$ cat src/rtl/countdown_timer_core_if.sv
// rtl/countdown_timer_core_if.sv - button inputs and display outputs of the countdown timer
interface countdown_timer_core_if;
  logic       btn_up;
  logic       btn_down;
  logic       start;
  logic       stop;
  logic [5:0] seg;
  logic       alarm;
  logic       running;

  modport master (
    output btn_up, btn_down, start, stop,
    input  seg, alarm, running
  );

  modport slave (
    input  btn_up, btn_down, start, stop,
    output seg, alarm, running
  );
endinterface

$ cat src/rtl/countdown_timer_core.sv
// rtl/countdown_timer_core.sv - seconds countdown timer with alarm; AUTO_RELOAD_EN enables re-run after alarm timeout
module countdown_timer_core #(
  parameter int CLK_DIV     = 50000000,
  parameter int ALARM_TICKS = 5,
  parameter int MAX_VAL     = 59
) (
  input logic             clk,
  input logic             rst_n,
  countdown_timer_core_if.slave bus
);

  localparam int PW = $clog2(CLK_DIV);
  localparam int AW = $clog2(ALARM_TICKS + 1);
  localparam logic [PW-1:0] PRESC_LAST = PW'(CLK_DIV - 1);
  localparam logic [PW-1:0] PRESC_ONE  = PW'(1);
  localparam logic [AW-1:0] ALARM_LAST = AW'(ALARM_TICKS - 1);
  localparam logic [AW-1:0] ALARM_ONE  = AW'(1);
  localparam logic [5:0]    MAX6       = 6'(MAX_VAL);

  typedef enum logic [1:0] {S_IDLE, S_RUN, S_PAUSE, S_ALARM} state_t;

  state_t        state, state_n;
  logic [5:0]    preset, preset_n;
  logic [5:0]    count, count_n;
  logic [PW-1:0] presc, presc_n;
  logic [AW-1:0] acnt, acnt_n;
  logic          up_q, down_q, start_q, stop_q;
  logic          up_edge, down_edge, start_edge, stop_edge;
  logic          tick;

  assign up_edge    = bus.btn_up   & ~up_q;
  assign down_edge  = bus.btn_down & ~down_q;
  assign start_edge = bus.start    & ~start_q;
  assign stop_edge  = bus.stop     & ~stop_q;
  assign tick = ((state == S_RUN) || (state == S_ALARM)) && (presc == PRESC_LAST);

  // Button history: one register per button so a held button acts once
  always_ff @(posedge clk or negedge rst_n) begin
    if (!rst_n) begin
      up_q    <= 1'b0;
      down_q  <= 1'b0;
      start_q <= 1'b0;
      stop_q  <= 1'b0;
    end else begin
      up_q    <= bus.btn_up;
      down_q  <= bus.btn_down;
      start_q <= bus.start;
      stop_q  <= bus.stop;
    end
  end

  // State register together with preset, count, prescaler and alarm counter
  always_ff @(posedge clk or negedge rst_n) begin
    if (!rst_n) begin
      state  <= S_IDLE;
      preset <= '0;
      count  <= '0;
      presc  <= '0;
      acnt   <= '0;
    end else begin
      state  <= state_n;
      preset <= preset_n;
      count  <= count_n;
      presc  <= presc_n;
      acnt   <= acnt_n;
    end
  end

  // Next-state logic; the alarm counter is zero whenever we are not alarming
  always_comb begin
    state_n  = state;
    preset_n = preset;
    count_n  = count;
    presc_n  = presc;
    acnt_n   = '0;

    if ((state == S_RUN) || (state == S_ALARM))
      presc_n = tick ? '0 : presc + PRESC_ONE;

    case (state)
      S_IDLE: begin
        if (up_edge && !down_edge)
          preset_n = (preset == MAX6) ? 6'd0 : preset + 6'd1;
        else if (down_edge && !up_edge)
          preset_n = (preset == 6'd0) ? MAX6 : preset - 6'd1;
        if (start_edge && (preset != 6'd0)) begin
          state_n = S_RUN;
          count_n = preset;
          presc_n = '0;
        end
      end
      S_RUN: begin
        // A stop landing on a tick wins: pause without decrementing
        if (stop_edge)
          state_n = S_PAUSE;
        else if (tick) begin
          count_n = count - 6'd1;
          if (count == 6'd1)
            state_n = S_ALARM;
        end
      end
      S_PAUSE: begin
        if (stop_edge)
          state_n = S_IDLE;
        else if (start_edge)
          state_n = S_RUN;
      end
      S_ALARM: begin
        acnt_n = acnt;
        if (stop_edge || start_edge) begin
          state_n = S_IDLE;
          acnt_n  = '0;
        end else if (tick) begin
          if (acnt == ALARM_LAST) begin
            acnt_n = '0;
`ifdef AUTO_RELOAD_EN
            state_n = S_RUN;
            count_n = preset;
            presc_n = '0;
`else
            state_n = S_IDLE;
`endif
          end else begin
            acnt_n = acnt + ALARM_ONE;
          end
        end
      end
      default: state_n = S_IDLE;
    endcase
  end

  // Output register: display value and flags follow the current state one cycle later
  always_ff @(posedge clk or negedge rst_n) begin
    if (!rst_n) begin
      bus.seg     <= '0;
      bus.alarm   <= 1'b0;
      bus.running <= 1'b0;
    end else begin
      case (state)
        S_IDLE:  bus.seg <= preset;
        S_ALARM: bus.seg <= 6'd0;
        default: bus.seg <= count;
      endcase
      bus.alarm   <= (state == S_ALARM);
      bus.running <= (state == S_RUN);
    end
  end

endmodule

$ cat src/flat_wrapper.sv
// flat-port wrapper written by rule: the top's interface ports become plain ports
module countdown_timer_core_flat 
#(
  parameter int CLK_DIV     = 50000000,
  parameter int ALARM_TICKS = 5,
  parameter int MAX_VAL     = 59
)
  (clk, rst_n, bus_btn_up, bus_btn_down, bus_start, bus_stop, bus_seg, bus_alarm, bus_running);
  countdown_timer_core_if bus_i ();
  input logic clk;
  input logic rst_n;
  input wire logic [$bits(bus_i.btn_up)-1:0] bus_btn_up;
  input wire logic [$bits(bus_i.btn_down)-1:0] bus_btn_down;
  input wire logic [$bits(bus_i.start)-1:0] bus_start;
  input wire logic [$bits(bus_i.stop)-1:0] bus_stop;
  output wire logic [$bits(bus_i.seg)-1:0] bus_seg;
  output wire logic [$bits(bus_i.alarm)-1:0] bus_alarm;
  output wire logic [$bits(bus_i.running)-1:0] bus_running;
  assign bus_i.btn_up = bus_btn_up;
  assign bus_i.btn_down = bus_btn_down;
  assign bus_i.start = bus_start;
  assign bus_i.stop = bus_stop;
  assign bus_seg = bus_i.seg;
  assign bus_alarm = bus_i.alarm;
  assign bus_running = bus_i.running;
  countdown_timer_core #(.CLK_DIV(CLK_DIV), .ALARM_TICKS(ALARM_TICKS), .MAX_VAL(MAX_VAL)) u_core (.clk(clk), .rst_n(rst_n), .bus(bus_i));
endmodule
$ cat config.mk
export PLATFORM = sky130hd
export DESIGN_NAME = countdown_timer_core_flat
export DESIGN_NICKNAME = d
export VERILOG_FILES = /design/src/rtl/countdown_timer_core_if.sv /design/src/rtl/countdown_timer_core.sv /design/src/flat_wrapper.sv
export SDC_FILE = /design/constraint.sdc
export NUM_CORES = 1
export LEC_CHECK = 0
export ABC_AREA = 1
export CORE_UTILIZATION = 50
export DETAILED_ROUTE_END_ITERATION = 8
export HOLD_SLACK_MARGIN = 0.02
export PLACE_DENSITY_LB_ADDON = 0.08
export SYNTH_ARGS = -nofsm -noshare
export SYNTH_HDL_FRONTEND = slang
export SYNTH_SLANG_ARGS = --single-unit
$ cat constraint.sdc
create_clock -name clk -period 2.7 [get_ports clk]
set_clock_uncertainty 0.05 [all_clocks]
set_input_delay 0.54 -clock clk [delete_from_list [all_inputs] [get_ports clk]]
set_output_delay 0.54 -clock clk [all_outputs]
set_load 0.03 [all_outputs]
# == Word level (Yosys, flattened, before mapping) ==
# Index checks and enable logic that the tools add are counted.
# Widths: inputs -> output; s select.
# word_totals
in_bits,6
wordCells,83
output_inout_bits,8
regBits,55
# classes
n_mux,27
n_addsub,5
reduce_logical,16
eq_ne,15
bitwise,8
# op_table
op,n
$mux 26,4
$mux 6,7
$add 26x1->26 const B,1
$eq 26x26->1 const B,1
$pmux 6 s2,2
$mux 2,9
$mux 3,4
$sub 6x1->6 const B,2
$pmux 2 s4,1
$add 6x1->6 const B,1
$eq 6x1->1 const B,1
$eq 6x6->1 const B,1
$logic_not 6->1,1
$ne 3x1->1 const B,2
$ne 3x2->1 const B,2
$reduce_and 6->1,1
$reduce_bool 6->1,1
$and 1x1->1,4
$eq 2x2->1 const B,2
$logic_and 1x1->1,4
$ne 2x1->1 const B,2
$not 1->1,4
$reduce_and 4->1,1
$reduce_bool 2->1,2
other kinds (9),11

# == Logic depth before layout (Yosys ltp) ==
# Gate-level depths: netlist of the first run.
# depth
word_depth,7
depth_mapped,13
mapped_depth_nobuf,11

# == Worst setup path after synthesis of the first run ==
# OpenSTA, ideal clock, no wires.
# synth_path
path_type,register -> register
start,register u_core.state[1]
end,register u_core.presc[21]
period_less_slack_ps,1713
path_slack_ps,987
path_buffers,2
path_stages_with_launch,14
arrival_ps,1545
setup_time_ps,118
path_cell_list,dfrtp_1 -> inv_1 -> ha_1 -> buf_6 -> nor2_8 -> nor2_1 -> nand2_1 -> nor2_1 -> nand2_2 -> nand2_4 -> inv_6 -> buf_12 -> nand2_2 -> nor2_2
# synth_between
elab_chain_len,7
word_cells_on_any_way,9
classes_between,2 x eq/ne; 4 x mux; 3 x reduce/logical
# synth_lines
item,line_no,text
"start, declared",countdown_timer_core.sv:22,"state_t state, state_n;"
"start signal, assigned",countdown_timer_core.sv:61,state <= state_n;
$eq 2x1->1 / $eq 2x2->1 (equally long branches),"countdown_timer_core.sv:35, countdown_timer_core.sv:77",
$logic_or 1x1->1,"countdown_timer_core.sv:35, countdown_timer_core.sv:77",
$logic_and 1x1->1,countdown_timer_core.sv:35,assign tick = ((state == S_RUN) || (state == S_ALARM)) && (presc == PRESC_LAST);
$mux 26,countdown_timer_core.sv:78,presc_n = tick ? '0 : presc + PRESC_ONE;
$mux 26,countdown_timer_core.sv:77,if ((state == S_RUN) || (state == S_ALARM))
$mux 26,countdown_timer_core.sv:86,if (start_edge && (preset != 6'd0)) begin
$mux 26 (*),countdown_timer_core.sv:80,case (state)
net u_core.presc_n[21],countdown_timer_core.sv:25,"logic [PW-1:0] presc, presc_n;"
"end signal, assigned",countdown_timer_core.sv:64,presc <= presc_n;
"end, declared",countdown_timer_core.sv:25,
# Mark *: on every way through the listed nets, which the timed path passes. The rest lies on a longest branch.
# A chain may end at the register's enable or synchronous reset.

# == Final worst setup path of the first run ==
# layout_path
start,register u_core.state[1]
end,register u_core.count[5]
# layout_between
elab_chain_len,5
word_cells_on_any_way,11
classes_between,5 x eq/ne; 1 x mux; 5 x reduce/logical
# layout_lines
item,line_no,text
$eq 2x1->1 / $eq 2x2->1 (equally long branches),"countdown_timer_core.sv:35, countdown_timer_core.sv:80",
$logic_or 1x1->1,countdown_timer_core.sv:35,
$logic_and 1x1->1,countdown_timer_core.sv:35,
$ne 2x1->1 (no source line),-,
$reduce_and 4->1 (no source line),-,
"end signal, assigned",countdown_timer_core.sv:63,count <= count_n;
"end, declared",countdown_timer_core.sv:24,"logic [5:0] count, count_n;"
# Parallel ways exist; a longest one is shown, timed or not.

==> impl_metrics.tcl, run 1 <==
set metrics [dict create \
    outcome "finished clean" \
    cts_made_buffers 5 \
    insertion_delay_ns 0.31 \
    yosysWarningCount 0 \
    critPathKind "flop to flop" \
    powerDensity_nw_per_um2 860.3 \
    drtAntennaViolNets 0 \
    h-tree-depth 2 \
    drt_pass1_iterations 4 \
    cts-resized-gates 0 \
    place_ws_ns 0.3430 \
    fin_tns_setup_ns 0 \
    dpl.hpwl_um 5634 \
    synthDistinctLibCells 28 \
    drive_gt1_share_pct 8.589 \
    grt_pass1_vias 2876 \
    cts.sinks 55 \
    grt_pass1_wl_um 12740 \
    slew_violations 0 \
    cp_max_fo 10 \
    grt_overflow 0 \
    synth_seq_cells 55 \
    cts_tree "done" \
    ios 14 \
    swShare_pct 43.63 \
    period_share_pct 82.64 \
    clkTransAtPathRegs_ns 0.11 \
    worstPathArrival_ns 2.38 \
    worstMarginPinSlew_ns 0.6434 \
    cts_buffer_depth 2 \
    finalPower_mw 3.180 \
    maxCapViolations 0 \
    root_buffer "clkbuf_8" \
    num_vias 2888 \
    endpoint_kind "flop" \
    synthCells 470 \
    power.share.sequential_pct 38.4 \
    clock_power_share_pct 17.7 \
    hold_viol_final 0 \
    grtUsageTotal_pct 22.19 \
    leakage_nw 1.847 \
    peakVddDrop_mv 0.5051 \
    syn_nets 489 \
    dieArea_um2 7084 \
    cts_hold_buf 0 \
    yosysSeqAreaShare_pct 40.77 \
    diodes 0 \
    start_kind "flop" \
    rsz0062_at_grt "false" \
    area_growth_pct 9.488 \
    min_path_type "input port to asynchronous set/reset pin" \
    gp_congestion 0.8452 \
    core-area_um2 6422 \
    antenna_found_initial 0 \
    nFillCells 637 \
    wl_per_cell_um 12.73 \
    internal_power_mw 1.792 \
    die_height_um 84.17 \
    cp.required_ns 2.85 \
    slew_headroom_pct 57.11 \
    timing.fmax_mhz 448.2 \
    drtIter0Drc 117 \
    cts_setup_buffers 0 \
    drc_errors 0 \
    io_buffers 13 \
    finalSetupViolCount 0 \
    vias_per_cell 5.102 \
    grt_max_degree 29 \
    avgSynthCellArea_um2 7.182 \
    die_w_um 84.17 \
    nets 507 \
    switchingPower_mw 1.387 \
    initial_core_util_pct 52.56 \
    period_needed_ns 2.231 \
    rows 29 \
    fin_ws_ns 0.4686 \
    drt-total-wl_um 7203 \
    comb_power_share_pct 43.9 \
    syn_area_um2 3376 \
]
==> kinds of logic (layout without fill, tap and decap cells) <==
group	count (synthesis)	count (layout)	synth area share (%)
AO/OA/AOI/OAI	39	39	6.301
XOR/XNOR	8	8	2.076
adder cells (fa/ha/maj)	13	13	4.819
buffers and inverters	76	95	9.340
flip-flops	55	55	40.77
AND/OR/NAND/NOR	279	279	36.69
==> cell usage after synthesis <==
cell / number / area (um^2)
a21o_1: 1 / 7.510
a21oi_1: 7 / 35.03
a22oi_1: 1 / 7.510
a31oi_1: 4 / 25.02
buf_12: 1 / 20.02
buf_2: 1 / 5.000
buf_6: 1 / 11.26
dfrtp_1: 55 / 1376
ha_1: 13 / 162.7
inv_1: 71 / 266.5
inv_2: 1 / 3.750
inv_6: 1 / 8.760
nand2_1: 124 / 465.5
nand2_2: 11 / 68.82
nand2_4: 1 / 11.26
nand3_1: 41 / 205.2
nand3_2: 2 / 20.02
nand4_1: 4 / 25.02
nor2_1: 65 / 244.0
nor2_2: 12 / 75.07
nor2_4: 1 / 11.26
nor2_8: 1 / 20.02
nor3_1: 13 / 65.06
nor3b_1: 2 / 15.01
o21ai_0: 20 / 100.1
o22ai_1: 6 / 37.54
or2_2: 2 / 12.51
xor2_1: 8 / 70.07
==> sequential cells by signal (all words and copies together) (netlist names) <==
register / count
u_core.bus.seg: 6
u_core.preset: 6
u_core.state: 2
u_core.down_q: 1
u_core.presc: 26
u_core.start_q: 1
u_core.acnt: 3
u_core.count: 6
u_core.stop_q: 1
u_core.bus.running: 1
u_core.bus.alarm: 1
u_core.up_q: 1
==> layer usage <==
| metal | up-vias | track usage (%) | part of all wire [%] |
|---|---|---|---|
| met1 | 1341 | 28.12 | 47 |
| li1 | 1503 | - | - |
| met3 | 2 | 3.147 | 2.8 |
| met2 | 42 | 40.09 | 50 |
| met5 | - | 0 | 0 |
| met4 | 0 | 5.329 | 0.40 |
==> cells in the final DEF (no fill, tap or decap), drive strengths merged <==
cell and instances:
a21o 1, a21oi 7, a22oi 1, a31oi 4
buf 2, bufinv 1, clkbuf 5, clkdlybuf4s50 12
clkinvlp 1, dfrtp 55, ha 13, inv 74
nand2 136, nand3 43, nand4 4, nor2 79
nor3 13, nor3b 2, o21ai 20, o22ai 6
or2 2, xor2 8
==> through the flow <==
step / hold WS [ns] / util (%) / area, um^2 / cells
6_report: 0.1893 / 57.55 / 3696 / 566
5_1_grt: 0.2465 / 57.55 / 3696 / 566
3_3_place_gp: 0.4130 / 55.76 / 3581 / 558
4_1_cts: 0.2106 / 57.55 / 3696 / 566
3_5_place_dp: 0.4147 / 55.76 / 3581 / 558
2_1_floorplan: 0.1944 / - / 3376 / 470
==> power groups by stage <==
stage	clock, mW	combinational (mW)	sequential (mW)
after floorplan	0	0.995	1.26
after global placement	0	1.39	1.24
after detailed placement	0	1.40	1.23
after CTS	0.587	1.41	1.22
after global routing	0.613	1.60	1.24
final	0.564	1.40	1.22
==> critical path, stage by stage (launching register included) <==
cell and delay, ns:
dfrtp_1 0.43, inv_1 0.09, ha_1 0.47, inv_1 0.27, a21oi_1 0.27, nand3_1 0.16
nand2_2 0.16, nand2_2 0.11, nand2_1 0.07, nand2_1 0.05
==> cell type report <==
| type | count | area, um^2 | share of cell area, % |
|---|---|---|---|
| multi-input cells | 339 | 1684 | 45.57 |
| flip-flops and latches | 55 | 1376 | 37.24 |
| inverters | 73 | 279.0 | 7.549 |
| repair buffers | 14 | 145.1 | 3.927 |
| well taps | 77 | 96.34 | 2.607 |
| clock buffers | 5 | 68.82 | 1.862 |
| clock inverters | 3 | 46.29 | 1.253 |
==> worst paths after layout <==
| check | start | endpoint | slack (ns) | cells past startpoint |
|---|---|---|---|---|
| max | u_core.state[1]$_DFFE_PN0P_ | u_core.count[5]$_DFFE_PN0P_ | 0.47 | 9 |
| min reg2reg | u_core.count[1]$_DFFE_PN0P_ | u_core.count[1]$_DFFE_PN0P_ | 0.43 | 2 |
| max in group asynchronous | rst_n | u_core.presc[0]$_DFF_PN0_ | 1.83 | 2 |
| min in group clk | u_core.count[1]$_DFFE_PN0P_ | u_core.count[1]$_DFFE_PN0P_ | 0.43 | 2 |
| min | rst_n | u_core.presc[17]$_DFF_PN0_ | 0.19 | 1 |
| max reg2reg | u_core.state[1]$_DFFE_PN0P_ | u_core.count[5]$_DFFE_PN0P_ | 0.47 | 9 |
Note: power is estimated with default switching activity, not from simulation.
==> run 2, diff against run 1 <==
==> constraint.sdc (replaced) <==
create_clock -name clk -period 1.8 [get_ports clk]
set_clock_uncertainty 0.05 [all_clocks]
set_input_delay 0.36 -clock clk [delete_from_list [all_inputs] [get_ports clk]]
set_output_delay 0.36 -clock clk [all_outputs]
set_load 0.03 [all_outputs]
==> impl_metrics.tcl, run 2 (synthesized netlist as in run 1, its figures left out) <==
set metrics [dict create \
    io_buffers 13 \
    cts.sinks 55 \
    dpl.hpwl_um 5901 \
    diodes 0 \
    grt_pass1_wl_um 13240 \
    clkTransAtPathRegs_ns 0.10 \
    period_needed_ns 1.750 \
    endpoint_kind "primary output" \
    root_buffer "clkbuf_8" \
    grtUsageTotal_pct 23.35 \
    final_common_cell "nand2_1" \
    largest_register_ff_count 26 \
    path_buf_inv 1 \
    drtAntennaViolNets 0 \
    grt_pass1_vias 3040 \
    powerDensity_nw_per_um2 1264 \
    drc_errors 0 \
    die_height_um 84.17 \
    critPathKind "flop to primary output" \
    drive_gt1_share_pct 18.58 \
    finalSetupViolCount 0 \
    slew_violations 0 \
    ios 14 \
    drtIter0Drc 162 \
    comb_power_share_pct 51.0 \
    peakVddDrop_mv 0.9917 \
    core-area_um2 6422 \
    regMostFlops "u_core.presc" \
    switchingPower_mw 2.232 \
    holdWs_ns 0.4323 \
    cp_max_fo 1 \
    fin_tns_setup_ns 0 \
    slew_headroom_pct 79.18 \
    nets 540 \
    cp.required_ns 1.39 \
    cts_tree "done" \
    area_growth_pct 19.05 \
    worstMarginPinSlew_ns 0.3099 \
    worstPathArrival_ns 1.34 \
    period_share_pct 97.20 \
    grt_overflow 0 \
    dieArea_um2 7084 \
    initial_core_util_pct 52.56 \
    h-tree-depth 2 \
    hold_viol_final 0 \
    drt_pass1_iterations 4 \
    max_stage_delay_ns 0.67 \
    vias_per_cell 5.170 \
    num_vias 3097 \
    min_path_type "flop to flop" \
    power.share.sequential_pct 35.0 \
    clock_power_share_pct 14.0 \
    die_w_um 84.17 \
    start_kind "flop" \
    insertion_delay_ns 0.32 \
    cts_buffer_depth 2 \
    slowest_stage "clkdlybuf4s50_1" \
    outcome "finished clean" \
    rsz0062_at_grt "true" \
    reg2reg_slack_ns 0.09 \
    antenna_found_initial 0 \
    worstPathCellList "clkdlybuf4s50_1" \
    final_cell_mix "nand2_1 (124), inv_1 (70), nor2_1 (55), dfrtp_1 (54), nand3_1 (38)" \
    rows 29 \
    gp_congestion 0.8932 \
    grt_max_degree 56 \
    crit_family "buffers and inverters" \
    swShare_pct 43.95 \
    maxCapViolations 0 \
    cts_made_buffers 5 \
    internal_power_mw 2.846 \
    timing.fmax_mhz 571.6 \
    drt-total-wl_um 7839 \
    leakage_nw 2.007 \
    wl_per_cell_um 13.09 \
]
==> run 2: through the flow <==
stage / instances / utilization (%) / worst slack [ns] / power, mW / cell area [um^2]
finish: 599 / 62.58 / 0.05042 / 5.078 / 4019
global route: 599 / 62.58 / -0.01626 / 5.457 / 4019
CTS: 598 / 61.23 / 0.03029 / 5.022 / 3933
detailed placement: 589 / 59.38 / -0.2527 / 4.270 / 3814
global placement: 589 / 59.38 / -0.1675 / 4.198 / 3814
floorplan: 470 / - / 0.08696 / 3.380 / 3376
==> run 2: worst paths after layout <==
path / start / end / depth (start not counted)
setup / recovery: u_core.bus.seg[1]$_DFF_PN0_ / bus_seg[1] / 1
hold / removal: u_core.count[1]$_DFFE_PN0P_ / u_core.count[1]$_DFFE_PN0P_ / 2
setup reg to reg: u_core.state[0]$_DFFE_PN0P_ / u_core.presc[3]$_DFF_PN0_ / 9
hold reg to reg: u_core.count[1]$_DFFE_PN0P_ / u_core.count[1]$_DFFE_PN0P_ / 2
max in group asynchronous: rst_n / u_core.state[0]$_DFFE_PN0P_ / 3
min in group asynchronous: rst_n / u_core.presc[19]$_DFF_PN0_ / 3
==> run 2: timing repair <==
action	in CTS	in global routing
gates resized for setup	6	26
hold buffers	1	0
endpoints found under the hold margin	55	0
setup buffers	0	1
pin swaps	0	1
cloned	0	0
endpoints found under the setup margin	17	24
==> run 2: layout make-up <==
class / count / area, um^2
repair buffers: 47 / 395.4
well taps: 77 / 96.34
fillers: 642 / 2404
multi-input cells: 339 / 1780
flip-flops and latches: 55 / 1378
inverters: 73 / 281.5
clock inverters: 3 / 18.77
clock buffers: 5 / 68.82
==> run 2: layer usage <==
| metal | up-vias | track usage (%) | wire length (um) |
|---|---|---|---|
| li1 | 1573 | - | - |
| met1 | 1471 | 29.36 | 3641 |
| met2 | 43 | 41.65 | 3897 |
| met3 | 10 | 3.147 | 180 |
| met4 | 0 | 7.524 | 121 |
| met5 | - | 0 | 0 |
==> run 2: power by group through the flow <==
stage / Sequential, mW / Clock [mW] / Combinational, mW
finish: 1.78 / 0.711 / 2.59
detailed placement: 1.79 / 0 / 2.48
global route: 1.82 / 0.771 / 2.87
global placement: 1.79 / 0 / 2.41
floorplan: 1.89 / 0 / 1.49
CTS: 1.78 / 0.723 / 2.52
==> run 3, diff against run 2 <==
--- a/config.mk
+++ b/config.mk
@@ -8,8 +8,9 @@
 export ABC_AREA = 1
 export CORE_UTILIZATION = 50
 export DETAILED_ROUTE_END_ITERATION = 8
-export HOLD_SLACK_MARGIN = 0.02
-export PLACE_DENSITY_LB_ADDON = 0.08
+export HOLD_SLACK_MARGIN = 0.08
+export PLACE_DENSITY = 0.78
+export SKIP_CTS_REPAIR_TIMING = 1
 export SYNTH_ARGS = -nofsm -noshare
 export SYNTH_HDL_FRONTEND = slang
 export SYNTH_SLANG_ARGS = --single-unit
==> impl_metrics.tcl, run 3 (synthesized netlist as in run 1, its figures left out) <==
set metrics [dict create \
    drtIter0Drc 183 \
    start_kind "flop" \
    cp_max_fo 7 \
    power.share.sequential_pct 33.8 \
    cts.sinks 55 \
    reg2reg_slack_ns 0.06 \
    worstPathArrival_ns 1.90 \
    leakage_nw 2.025 \
    io_buffers 13 \
    drt_pass1_iterations 8 \
    die_height_um 84.17 \
    h-tree-depth 2 \
    fin_tns_setup_ns 0 \
    largest_register_ff_count 26 \
    internal_power_mw 3.038 \
    root_buffer "clkbuf_8" \
    final_common_cell "nand2_1" \
    slew_headroom_pct 76.91 \
    vias_per_cell 5.119 \
    grt_max_degree 43 \
    peakVddDrop_mv 0.8671 \
    maxCapViolations 0 \
    area_growth_pct 19.64 \
    drtAntennaViolNets 0 \
    drc_errors 2 \
    insertion_delay_ns 0.31 \
    critPathKind "flop to flop" \
    slew_violations 0 \
    drive_gt1_share_pct 16.67 \
    stdcell_count 599 \
    grt_pass1_vias 2982 \
    clock_power_share_pct 16.4 \
    gp_congestion 0.8892 \
    cp.required_ns 1.97 \
    cts_buffer_depth 2 \
    ios 14 \
    hold_viol_final 0 \
    wl_per_cell_um 12.44 \
    holdWs_ns 0.4237 \
    powerDensity_nw_per_um2 1299 \
    grtUsageTotal_pct 23.03 \
    cts_tree "done" \
    nFillCells 553 \
    cts_made_buffers 5 \
    initial_core_util_pct 52.56 \
    finalSetupViolCount 0 \
    swShare_pct 42.11 \
    regMostFlops "u_core.presc" \
    endpoint_kind "flop" \
    drt-total-wl_um 7449 \
    r2r-end "u_core.presc[10]$_DFF_PN0_" \
    r2r_start "u_core.state[1]$_DFFE_PN0P_" \
    period_needed_ns 1.739 \
    switchingPower_mw 2.210 \
    period_share_pct 96.60 \
    timing.fmax_mhz 575.1 \
    dieArea_um2 7084 \
    rows 29 \
    clkTransAtPathRegs_ns 0.10 \
    final_cell_mix "nand2_1 (124), inv_1 (70), nor2_1 (61), dfrtp_1 (54), nand3_1 (40)" \
    nets 540 \
    grt_overflow 0 \
    min_path_type "input port to asynchronous set/reset pin" \
    outcome "finished, violations left" \
    rsz0062_at_grt "true" \
    worstMarginPinSlew_ns 0.3463 \
    dpl.hpwl_um 5655 \
    violations "design-rule violations" \
    diodes 0 \
    die_w_um 84.17 \
    antenna_found_initial 0 \
    core-area_um2 6422 \
    num_vias 3066 \
    dp.cells 586 \
    grt_pass1_wl_um 13210 \
    reg2regPathDepth 10 \
    comb_power_share_pct 49.8 \
]
[run 3: changes by cell type in the layout (fill, tap and decap cells not counted), moves of 2 or more]
cell     delta
nand3_1     +2
nand3_2     -2
nor2_1      +6
nor2_2      -7
[run 3: area by class of cell]
class	instances	area (um^2)	area share [%]
sequential	55	1378	34.11
timing repair buffer	47	395.4	9.789
clock buffer	6	82.58	2.045
clock inverter	2	35.03	0.8674
inverter	73	289.0	7.156
multi-input combinational	339	1763	43.65
tap	77	96.34	2.385
[run 3: worst max-delay path, stage by stage (launching register included)]
cell and delay [ns]:
dfrtp_1 0.45, inv_2 0.08, ha_4 0.19, nor2_8 0.17
nor2_1 0.07, nand2_1 0.06, nor2_1 0.04, nand2_2 0.11
nand2_4 0.08, buf_4 0.17, nor3_1 0.17
[run 3: layer usage]
layer | routed length (um) | up-vias | track usage (%)
met5 | 0 | - | 0
met4 | 64 | 0 | 6.270
met3 | 250 | 9 | 2.852
met2 | 3710 | 63 | 40.61
met1 | 3424 | 1419 | 29.96
li1 | - | 1575 | -
[run 3: through the flow]
| step | power, mW | setup slack [ns] | instance area, um^2 | utilization (%) |
|---|---|---|---|---|
| final | 5.247 | 0.06118 | 4039 | 62.89 |
| after global routing | 5.656 | -0.05782 | 4039 | 62.89 |
| after CTS | 5.116 | -0.06854 | 3909 | 60.86 |
| after detailed placement | 4.240 | -0.1591 | 3791 | 59.03 |
| after global placement | 4.176 | -0.1016 | 3791 | 59.03 |
| after floorplan | 3.380 | 0.08696 | 3376 | - |
[run 3: power groups by stage]
stage	clock network, mW	registers [mW]	logic (mW)
3_5_place_dp	0	1.77	2.47
5_1_grt	0.924	1.81	2.92
6_report	0.861	1.78	2.61
3_3_place_gp	0	1.77	2.41
2_1_floorplan	0	1.89	1.49
4_1_cts	0.889	1.75	2.47
[run 3: worst max path at each step]
stage / to / slack [ns] / start / cells past startpoint
after floorplan: u_core.presc[21]$_DFF_PN0_ / 0.09 / u_core.state[1]$_DFFE_PN0P_ / 13
final: u_core.presc[10]$_DFF_PN0_ / 0.06 / u_core.state[1]$_DFFE_PN0P_ / 10
after detailed placement: u_core.preset[2]$_DFFE_PN0P_ / -0.16 / bus_btn_up / 9
after global placement: u_core.preset[2]$_DFFE_PN0P_ / -0.10 / bus_btn_up / 9
after CTS: u_core.state[0]$_DFFE_PN0P_ / -0.07 / u_core.state[1]$_DFFE_PN0P_ / 11
after global routing: u_core.presc[10]$_DFF_PN0_ / -0.06 / u_core.state[1]$_DFFE_PN0P_ / 10
